$ cat config.mk
export PLATFORM = sky130hd
export DESIGN_NAME = multicycle_control
export DESIGN_NICKNAME = d
export VERILOG_FILES = /design/src/rtl/riscv_pkg.sv /design/src/rtl/ctrl_legality.sv /design/src/rtl/multicycle_control.sv
export SDC_FILE = /design/constraint.sdc
export NUM_CORES = 1
export LEC_CHECK = 0
export CAP_MARGIN = 20
export CORE_ASPECT_RATIO = 2
export CORE_MARGIN = 2
export CORE_UTILIZATION = 31
export CTS_CLUSTER_SIZE = 40
export DETAILED_ROUTE_END_ITERATION = 8
export HOLD_SLACK_MARGIN = 0.03
export PLACE_DENSITY = 0.82
export SLEW_MARGIN = 0
export SYNTH_ARGS = -nofsm -noshare
export SYNTH_HDL_FRONTEND = slang
export SYNTH_SLANG_ARGS = --single-unit
export TNS_END_PERCENT = 20
$ cat constraint.sdc
create_clock -name clk -period 1.7 [get_ports clk]
set_clock_uncertainty 0.1 [all_clocks]
set_input_delay 0.34 -clock clk [delete_from_list [all_inputs] [get_ports clk]]
set_output_delay 0.34 -clock clk [all_outputs]
set_load 0.02 [all_outputs]
$ cat src/rtl/riscv_pkg.sv
// Shared types and encodings for the multicycle RV32 control path.
package riscv_pkg;

  typedef enum logic [3:0] {
    IDLE, FETCH, DECODE, MEM_ADDR, MEM_RD, LOAD_WB, MEM_WR,
    EXEC_R, EXEC_I, ALU_WB, BRANCH, JAL, ILLEGAL
  } ctrl_state_t;

  localparam logic [6:0] OPC_LOAD   = 7'b0000011;
  localparam logic [6:0] OPC_STORE  = 7'b0100011;
  localparam logic [6:0] OPC_OP     = 7'b0110011;
  localparam logic [6:0] OPC_OP_IMM = 7'b0010011;
  localparam logic [6:0] OPC_BRANCH = 7'b1100011;
  localparam logic [6:0] OPC_JAL    = 7'b1101111;

  localparam logic [1:0] ALUOP_ADD  = 2'b00;
  localparam logic [1:0] ALUOP_SUB  = 2'b01;
  localparam logic [1:0] ALUOP_FUNC = 2'b10;

  localparam logic [1:0] SRC_A_PC     = 2'b00;
  localparam logic [1:0] SRC_A_RS1    = 2'b01;
  localparam logic [1:0] SRC_A_OLD_PC = 2'b10;

  localparam logic [1:0] SRC_B_RS2  = 2'b00;
  localparam logic [1:0] SRC_B_FOUR = 2'b01;
  localparam logic [1:0] SRC_B_IMM  = 2'b10;

  localparam logic [1:0] PC_SRC_ALU    = 2'b00;
  localparam logic [1:0] PC_SRC_ALUOUT = 2'b01;

  localparam logic [1:0] WB_ALUOUT = 2'b00;
  localparam logic [1:0] WB_MDR    = 2'b01;
  localparam logic [1:0] WB_PC     = 2'b10;

  // ADD, OR and AND are the only funct3 values this datapath implements.
  function automatic logic funct3_alu_ok(input logic [2:0] f3);
    return (f3 == 3'b000) || (f3 == 3'b110) || (f3 == 3'b111);
  endfunction

endpackage

$ cat src/rtl/ctrl_legality.sv
// Combinational instruction legality check, consulted while in DECODE.
module ctrl_legality
  import riscv_pkg::*;
(
  input  logic [31:0] ir,
  output logic        legal
);

  logic [6:0] funct7;
  logic [2:0] funct3;
  logic       unused_fields;

  assign funct7        = ir[31:25];
  assign funct3        = ir[14:12];
  assign unused_fields = ^{ir[24:15], ir[11:7]};

  always_comb begin
    legal = 1'b0;
    case (ir[6:0])
      OPC_OP:     legal = ((funct7 == 7'b0000000) && funct3_alu_ok(funct3)) ||
                          ((funct7 == 7'b0100000) && (funct3 == 3'b000));
      OPC_OP_IMM: legal = funct3_alu_ok(funct3);
      OPC_LOAD,
      OPC_STORE:  legal = (funct3 == 3'b010);
      OPC_BRANCH: legal = (funct3 == 3'b000);
      OPC_JAL:    legal = 1'b1;
      default:    legal = 1'b0;
    endcase
  end

endmodule

$ cat src/rtl/multicycle_control.sv
// Main control FSM of the multicycle RV32 datapath.
// Optional retired-instruction counter enabled by defining RETIRE_CNT_EN.
module multicycle_control
  import riscv_pkg::*;
#(
  parameter bit RESET_STATE_FETCH = 1'b1
) (
  input  logic        clk,
  input  logic        rst_n,
  input  logic [31:0] ir,
  input  logic        mem_ready,
  output logic [1:0]  aluop,
  output logic [3:0]  ctrl_code,
  output logic [1:0]  alu_src_a,
  output logic [1:0]  alu_src_b,
  output logic [1:0]  pc_source,
  output logic        pc_write,
  output logic        pc_write_cond,
  output logic        ir_write,
  output logic        mem_read,
  output logic        mem_write,
  output logic        iord,
  output logic        reg_write,
  output logic [1:0]  mem_to_reg,
  output logic        illegal,
  output logic [31:0] retired
);

  localparam ctrl_state_t RESET_ST = RESET_STATE_FETCH ? FETCH : IDLE;

  ctrl_state_t state, next_state;
  logic        legal;

  ctrl_legality u_legality (
    .ir    (ir),
    .legal (legal)
  );

  always_ff @(posedge clk) begin
    if (!rst_n) state <= RESET_ST;
    else        state <= next_state;
  end

  always_comb begin
    next_state = state;
    case (state)
      IDLE:     next_state = FETCH;
      FETCH:    if (mem_ready) next_state = DECODE;
      DECODE: begin
        if (!legal) next_state = ILLEGAL;
        else begin
          case (ir[6:0])
            OPC_LOAD, OPC_STORE: next_state = MEM_ADDR;
            OPC_OP:              next_state = EXEC_R;
            OPC_OP_IMM:          next_state = EXEC_I;
            OPC_BRANCH:          next_state = BRANCH;
            OPC_JAL:             next_state = JAL;
            default:             next_state = ILLEGAL;
          endcase
        end
      end
      MEM_ADDR: next_state = (ir[6:0] == OPC_STORE) ? MEM_WR : MEM_RD;
      MEM_RD:   if (mem_ready) next_state = LOAD_WB;
      LOAD_WB:  next_state = FETCH;
      MEM_WR:   if (mem_ready) next_state = FETCH;
      EXEC_R,
      EXEC_I:   next_state = ALU_WB;
      ALU_WB,
      BRANCH,
      JAL:      next_state = FETCH;
      ILLEGAL:  next_state = ILLEGAL;
      default:  next_state = FETCH;
    endcase
  end

  always_comb begin
    aluop         = ALUOP_ADD;
    ctrl_code     = 4'b0000;
    alu_src_a     = SRC_A_PC;
    alu_src_b     = SRC_B_RS2;
    pc_source     = PC_SRC_ALU;
    pc_write      = 1'b0;
    pc_write_cond = 1'b0;
    ir_write      = 1'b0;
    mem_read      = 1'b0;
    mem_write     = 1'b0;
    iord          = 1'b0;
    reg_write     = 1'b0;
    mem_to_reg    = WB_ALUOUT;
    illegal       = 1'b0;
    case (state)
      FETCH: begin
        mem_read  = 1'b1;
        alu_src_b = SRC_B_FOUR;
        ir_write  = mem_ready;
        pc_write  = mem_ready;
      end
      DECODE: begin
        alu_src_a = SRC_A_OLD_PC;
        alu_src_b = SRC_B_IMM;
      end
      MEM_ADDR: begin
        alu_src_a = SRC_A_RS1;
        alu_src_b = SRC_B_IMM;
      end
      MEM_RD: begin
        mem_read = 1'b1;
        iord     = 1'b1;
      end
      LOAD_WB: begin
        reg_write  = 1'b1;
        mem_to_reg = WB_MDR;
      end
      MEM_WR: begin
        mem_write = 1'b1;
        iord      = 1'b1;
      end
      EXEC_R: begin
        alu_src_a = SRC_A_RS1;
        aluop     = ALUOP_FUNC;
        ctrl_code = {ir[30], ir[14:12]};
      end
      EXEC_I: begin
        alu_src_a = SRC_A_RS1;
        alu_src_b = SRC_B_IMM;
        aluop     = ALUOP_FUNC;
        ctrl_code = {1'b0, ir[14:12]};
      end
      ALU_WB: reg_write = 1'b1;
      BRANCH: begin
        alu_src_a     = SRC_A_RS1;
        aluop         = ALUOP_SUB;
        pc_write_cond = 1'b1;
        pc_source     = PC_SRC_ALUOUT;
      end
      JAL: begin
        reg_write  = 1'b1;
        mem_to_reg = WB_PC;
        pc_write   = 1'b1;
        pc_source  = PC_SRC_ALUOUT;
      end
      ILLEGAL: illegal = 1'b1;
      default: ;
    endcase
    // Reset forces every strobe low so an interrupted instruction writes nothing.
    if (!rst_n) begin
      aluop         = 2'b00;
      ctrl_code     = 4'b0000;
      alu_src_a     = 2'b00;
      alu_src_b     = 2'b00;
      pc_source     = 2'b00;
      pc_write      = 1'b0;
      pc_write_cond = 1'b0;
      ir_write      = 1'b0;
      mem_read      = 1'b0;
      mem_write     = 1'b0;
      iord          = 1'b0;
      reg_write     = 1'b0;
      mem_to_reg    = 2'b00;
      illegal       = 1'b0;
    end
  end

`ifdef RETIRE_CNT_EN
  logic        retire;
  logic [31:0] retire_cnt;

  always_comb begin
    case (state)
      LOAD_WB, ALU_WB, BRANCH, JAL: retire = 1'b1;
      MEM_WR:                       retire = mem_ready;
      default:                      retire = 1'b0;
    endcase
  end

  always_ff @(posedge clk) begin
    if (!rst_n)      retire_cnt <= 32'd0;
    else if (retire) retire_cnt <= retire_cnt + 32'd1;
  end

  assign retired = rst_n ? retire_cnt : 32'd0;
`else
  assign retired = 32'd0;
`endif

endmodule
==> impl_metrics.tcl, run 1 <==
set metrics [dict create \
    status "finished, violations left" \
    violations "setup timing" \
    worst_setup_path_start_kind "register" \
    arrival_ns 1.37 \
    fillCellCount 265 \
    die_h_um 82.5 \
    gp_congestion 0.823 \
    report.final.slew_viol_count 0 \
    vias 1177 \
    track_usage_pct 16.9 \
    synth_xor_area_share_pct 0 \
    power_leakage_nw 0.860 \
    n_antenna_cell 0 \
    min_period_ns 1.81 \
    irDropWorstVdd_uv 431 \
    cp_num_buf_inv 2 \
    coreArea_mm2 0.00294 \
    yosysMostFrequentCell "buf_4" \
    dp.cells 235 \
    dpl.hpwl_um 2150 \
    cp_cell_sequence "buf_6 -> nand2_4 -> nor2_4 -> o21a_1 -> and2_4 -> buf_6" \
    avgViaCountPerCell 4.90 \
    syn_inst 134 \
    synth_area_per_cell_um2 7.12 \
    yosys.area_share.simple_pct 38.8 \
    crit_slowest_cell "dfxtp_4" \
    antenna_found_initial 0 \
    multiInputGateArea_um2 862 \
    synth_compound_area_share_pct 21.4 \
    async_flop_share_pct 0 \
    yosysUniqueCellTypes 41 \
    fp-row-count 28 \
    synthMuxAreaShare_pct 0 \
    cts_hold_buf 0 \
    fin_tns_setup_ns -0.592 \
    hold_viol_final 0 \
    p_per_area_mw_per_mm2 549 \
    max-clock-path-buffers 2 \
    synth_adder_area_share_pct 1.05 \
    cp_common_cell "buf_6" \
    die_area_mm2 0.00357 \
    dp_slack_ns -0.738 \
    htreeDepth 1 \
    largest_reg_flops 4 \
    post_drt_wl_per_cell_um 12.7 \
    io_buffers 40 \
    finalSetupViolCount 9 \
    cts_tree "done" \
    synth.cells.most_frequent "33 x buf_4, 9 x nor2_1, 8 x and2_1" \
    dieWidth_um 43.2 \
    fmax_mhz 553 \
    grt_max_degree 11 \
    synth_edf_count 0 \
    ios 89 \
    synth.area.top_cells "buf_4 26%, dfxtp_1 8.4%, and2_1 5.2%, nor2_1 3.5%, and4b_1 3.1%" \
    drc_errors 0 \
    mappedNetlistArea_um2 955 \
    start_util_pct 32.4 \
    yosysTopAreaCell "buf_4" \
    grt_pass1_vias 1097 \
    synth_top_area_share_pct 26.0 \
    holdCritPathClass "input port to register" \
    cts.sinks 4 \
    critPathKind "register to output pin" \
    synth-seq-cells 4 \
    ant_nets 0 \
    reg.largest.list "state: 4 flops" \
    nets 247 \
    max_stage_delay_ns 0.39 \
    cap_violations 0 \
    timing.final.ws_setup_ns -0.109 \
    cp_max_fo 6 \
    seq_area_frac_synth_pct 8.39 \
    synth_flop_cell "dfxtp_1" \
    rsz0062_at_grt "true" \
    yosysWarnings 0 \
    cts_root_buf "clkbuf_8" \
    dr.first_iter.drc_count 19 \
    drive_above_1_share_pct 51.4 \
    first_pass_iters 4 \
    required_ns 1.26 \
    clock_latency_ns 0.22 \
    grt_overflow 0 \
    wl_um 3040 \
    critical_path.endpoint_type "output pin" \
    regMostFlops "state" \
    cpLargestDelayFamily "flip-flops" \
    clk_pin_slew_ns 0.03 \
    synth_top_family_by_area "simple AND/OR/NAND/NOR gates" \
    final_cells 240 \
    syn2layout_area_growth_pct 80.7 \
    grt_pass1_wl_um 4550 \
    cts_buffers 3 \
    min_period_over_period_pct 106 \
    regArea_um2 95.1 \
]
## worst reg2reg max path, stage by stage (launching register included)
cell and delay, ns:
dfxtp_4 0.39, and2b_2 0.25, buf_4 0.15, and3_1 0.18, o21ai_0 0.18, o22ai_1 0.11
## area by class of cell
type	count	area share [%]
Clock buffer	3	2.39
Inverter	3	0.653
Multi-Input combinational cell	120	50.0
Sequential cell	4	5.51
Tap cell	30	2.18
Timing Repair Buffer	80	39.3
## power by group
group	internal (mW)	total [mW]	leakage (nW)	switching [mW]
clock	0.151	0.201	0.0216	0.0497
sequential	0.114	0.152	0.0351	0.0388
combinational	0.295	0.595	0.803	0.300
total	0.560	0.948	0.860	0.388
## repair_timing
action / 4_1_cts / 5_1_grt
pin swaps: 12 / 6
setup endpoints to repair: 25 / 24
gates resized for setup: 150 / 19
buffers inserted: 1 / 1
gates cloned: 0 / 0
## metrics by stage
step / total power, mW / hold WS (ns) / util [%] / cell area [µm²]
after floorplan: 0.470 / 0.484 / - / 1090
after global placement: 0.656 / 0.648 / 52.4 / 1540
after detailed placement: 0.664 / 0.658 / 52.4 / 1540
after CTS: 0.904 / 0.526 / 56.3 / 1660
after global routing: 0.998 / 0.436 / 58.6 / 1730
final: 0.948 / 0.409 / 58.6 / 1730
## placed cells by master (no fill, tap or decap), types with 4 or more instances in the layout
master,instances
and2_4,4
conb_1,33
dfxtp_4,4
o21ai_0,6
buf_4,42
clkdlybuf4s50_1,9
buf_2,6
dlygate4sd2_1,5
buf_6,12
nor2_1,5
o21a_1,4
nor2_4,4
and2_1,4
## per-layer routing
metal | track usage, % | part of all wire (%) | vias to the layer above
li1 | - | - | 561
met1 | 13.9 | 28 | 543
met2 | 35.1 | 60 | 65
met3 | 3.04 | 8.2 | 8
met4 | 9.09 | 3.1 | 0
met5 | 0 | 0 | -
## worst paths after layout
path                              start                    end  slack, ns  cells past startpoint
setup reg to reg  state[0]$_SDFFE_PN1P_  state[1]$_SDFFE_PN0P_       0.20                      5
hold / removal                    rst_n  state[0]$_SDFFE_PN1P_       0.41                      3
hold reg to reg   state[2]$_SDFFE_PN0P_  state[2]$_SDFFE_PN0P_       0.66                      3
setup / recovery  state[0]$_SDFFE_PN1P_           ctrl_code[2]      -0.11                      6
## logic make-up after synthesis
group | Yosys count
simple gates | 59
buf+inv | 42
flops | 4
fa+ha+maj | 1
compound gates | 27
other cells | 1
No activity file was read; power rests on OpenSTA's default activity.
==> run 2: changes to the inputs <==
- CORE_UTILIZATION: 31 -> 28
- PLACE_DENSITY: 0.82 -> 0.78
- SLEW_MARGIN: 0 -> default
- clock period: 1.7 -> 1.5 ns (I/O delays scaled with it)
==> impl_metrics.tcl, run 2 (synthesis gave the netlist of run 1 again) <==
set metrics [dict create \
    worst_setup_path_start_kind "register" \
    regToRegSetupSlack_ns 0.02 \
    placed_area_mm2 0.00156 \
    antenna_found_initial 0 \
    dpl.hpwl_um 2310 \
    layout_common_cells "43 x buf_4, 33 x conb_1, 19 x buf_6" \
    hold_viol_final 0 \
    violations "setup timing" \
    timing.final.ws_setup_ns -0.274 \
    cp_cell_sequence "buf_6 -> nor4_4 -> and2_4 -> or2_4 -> buf_6" \
    clk_pin_slew_ns 0.03 \
    crit_slowest_cell "dfxtp_4" \
    hp-start "rst_n" \
    die_h_um 86.6 \
    cts_hold_buf 0 \
    layout_commonest_cell "buf_4" \
    min_period_ns 1.77 \
    hold-worst-slack_ns 0.562 \
    multiInputGateArea_um2 855 \
    fmax_mhz 564 \
    rsz0062_at_grt "true" \
    start_util_pct 28.6 \
    cp_common_cell "buf_6" \
    track_usage_pct 15.7 \
    max-clock-path-buffers 2 \
    r2r-end "state[1]$_SDFFE_PN0P_" \
    required_ns 1.10 \
    report.final.slew_viol_count 0 \
    wl_um 3110 \
    reg.largest.list "state: 4 flops" \
    regMostFlops "state" \
    grt_pass1_wl_um 4760 \
    p_per_area_mw_per_mm2 616 \
    ios 89 \
    gp_congestion 0.891 \
    nets 253 \
    cpLargestDelayFamily "simple AND/OR/NAND/NOR gates" \
    cts_root_buf "clkbuf_8" \
    cts.sinks 4 \
    die_area_mm2 0.00392 \
    grt_pass1_vias 1155 \
    drc_errors 0 \
    max_stage_delay_ns 0.36 \
    drive_above_1_share_pct 53.2 \
    dieWidth_um 45.3 \
    grt_overflow 0 \
    fin_util_pct 53.4 \
    total_power_mw 1.10 \
    syn2layout_area_growth_pct 86.9 \
    post_drt_wl_per_cell_um 12.6 \
    avgViaCountPerCell 4.95 \
    cap_violations 0 \
    irDropWorstVdd_uv 454 \
    io_buffers 40 \
    final_cell_area_mm2 0.00178 \
    cp_max_fo 6 \
    ant_nets 0 \
    cp_num_buf_inv 2 \
    holdPathEnd "state[3]$_SDFFE_PN0P_" \
    clock_latency_ns 0.22 \
    dr.first_iter.drc_count 10 \
    regArea_um2 95.1 \
    critical_path.endpoint_type "output pin" \
    finalSetupViolCount 25 \
    reg2regPathDepth 5 \
    power_leakage_nw 0.867 \
    min_period_over_period_pct 118 \
    largest_reg_flops 4 \
    arrival_ns 1.37 \
    holdCritPathClass "input port to register" \
    grt_max_degree 10 \
    cp-startpoint "state[2]$_SDFFE_PN0P_" \
    status "finished, violations left" \
    cts_buffers 3 \
    cts_tree "done" \
    min_path_cells 3 \
    coreArea_mm2 0.00334 \
    critPathKind "register to output pin" \
    first_pass_iters 4 \
    vias 1228 \
    n_antenna_cell 0 \
    r2r_start "state[0]$_SDFFE_PN1P_" \
    fillCellCount 305 \
    fp-row-count 30 \
    htreeDepth 1 \
]
[run 2: power breakdown]
part           internal (mW)  switching (mW)  total [mW]  leakage (nW)
Clock                  0.171          0.0555       0.226        0.0216
Sequential             0.129          0.0464       0.175        0.0351
Combinational          0.357           0.341       0.698         0.811
Total                  0.657           0.443        1.10         0.867
[run 2: area by class of cell]
cell class,instances,share of cell area [%]
clock buffer,3,2.31
sequential,4,5.33
inverter,3,0.631
tap,32,2.24
timing repair buffer,86,41.6
multi-input combinational,120,47.9
[run 2: what timing repair did]
action / CTS / global route
pin swaps: 13 / 7
hold endpoints to repair: 0 / 0
resized for setup: 150 / 18
buffers inserted: 5 / 2
endpoints found under the setup margin: 25 / 25
[run 2: tightest hold or removal path, cell delays in order]
cell and delay, ns:
dlygate4sd2_1 0.24, buf_4 0.15, a22o_1 0.15
[run 2: worst max path at each step]
stage                   end  slack, ns  cells after the start
6_report           pc_write      -0.27                      5
3_5_place_dp       pc_write      -0.97                      6
5_1_grt            pc_write      -0.34                      5
3_3_place_gp       pc_write      -0.94                      6
2_1_floorplan  alu_src_b[1]      -0.13                      4
4_1_cts            pc_write      -0.28                      5
[run 2: metrics by stage]
stage          setup TNS [ns]  worst slack (ns)  std cells
4_1_cts                 -4.01            -0.283        246
3_3_place_gp           -17.95            -0.937        238
5_1_grt                 -5.53            -0.342        248
6_report                -4.16            -0.274        248
3_5_place_dp           -18.12            -0.967        238
2_1_floorplan          -0.962            -0.135        166
[run 2: metal layers]
layer / GRT usage, % / up-vias / wire length [µm]
met5: 0 / - / 0
met4: 6.42 / 0 / 100
met3: 2.50 / 11 / 246
met2: 29.9 / 74 / 1820
met1: 15.7 / 569 / 943
li1: - / 574 / -
==> run 3: changes to the inputs <==
- HOLD_SLACK_MARGIN: 0.03 -> 0.08
==> results of run 3 <==
Same layout as run 2: the final DEF is identical, and so are final timing and power.
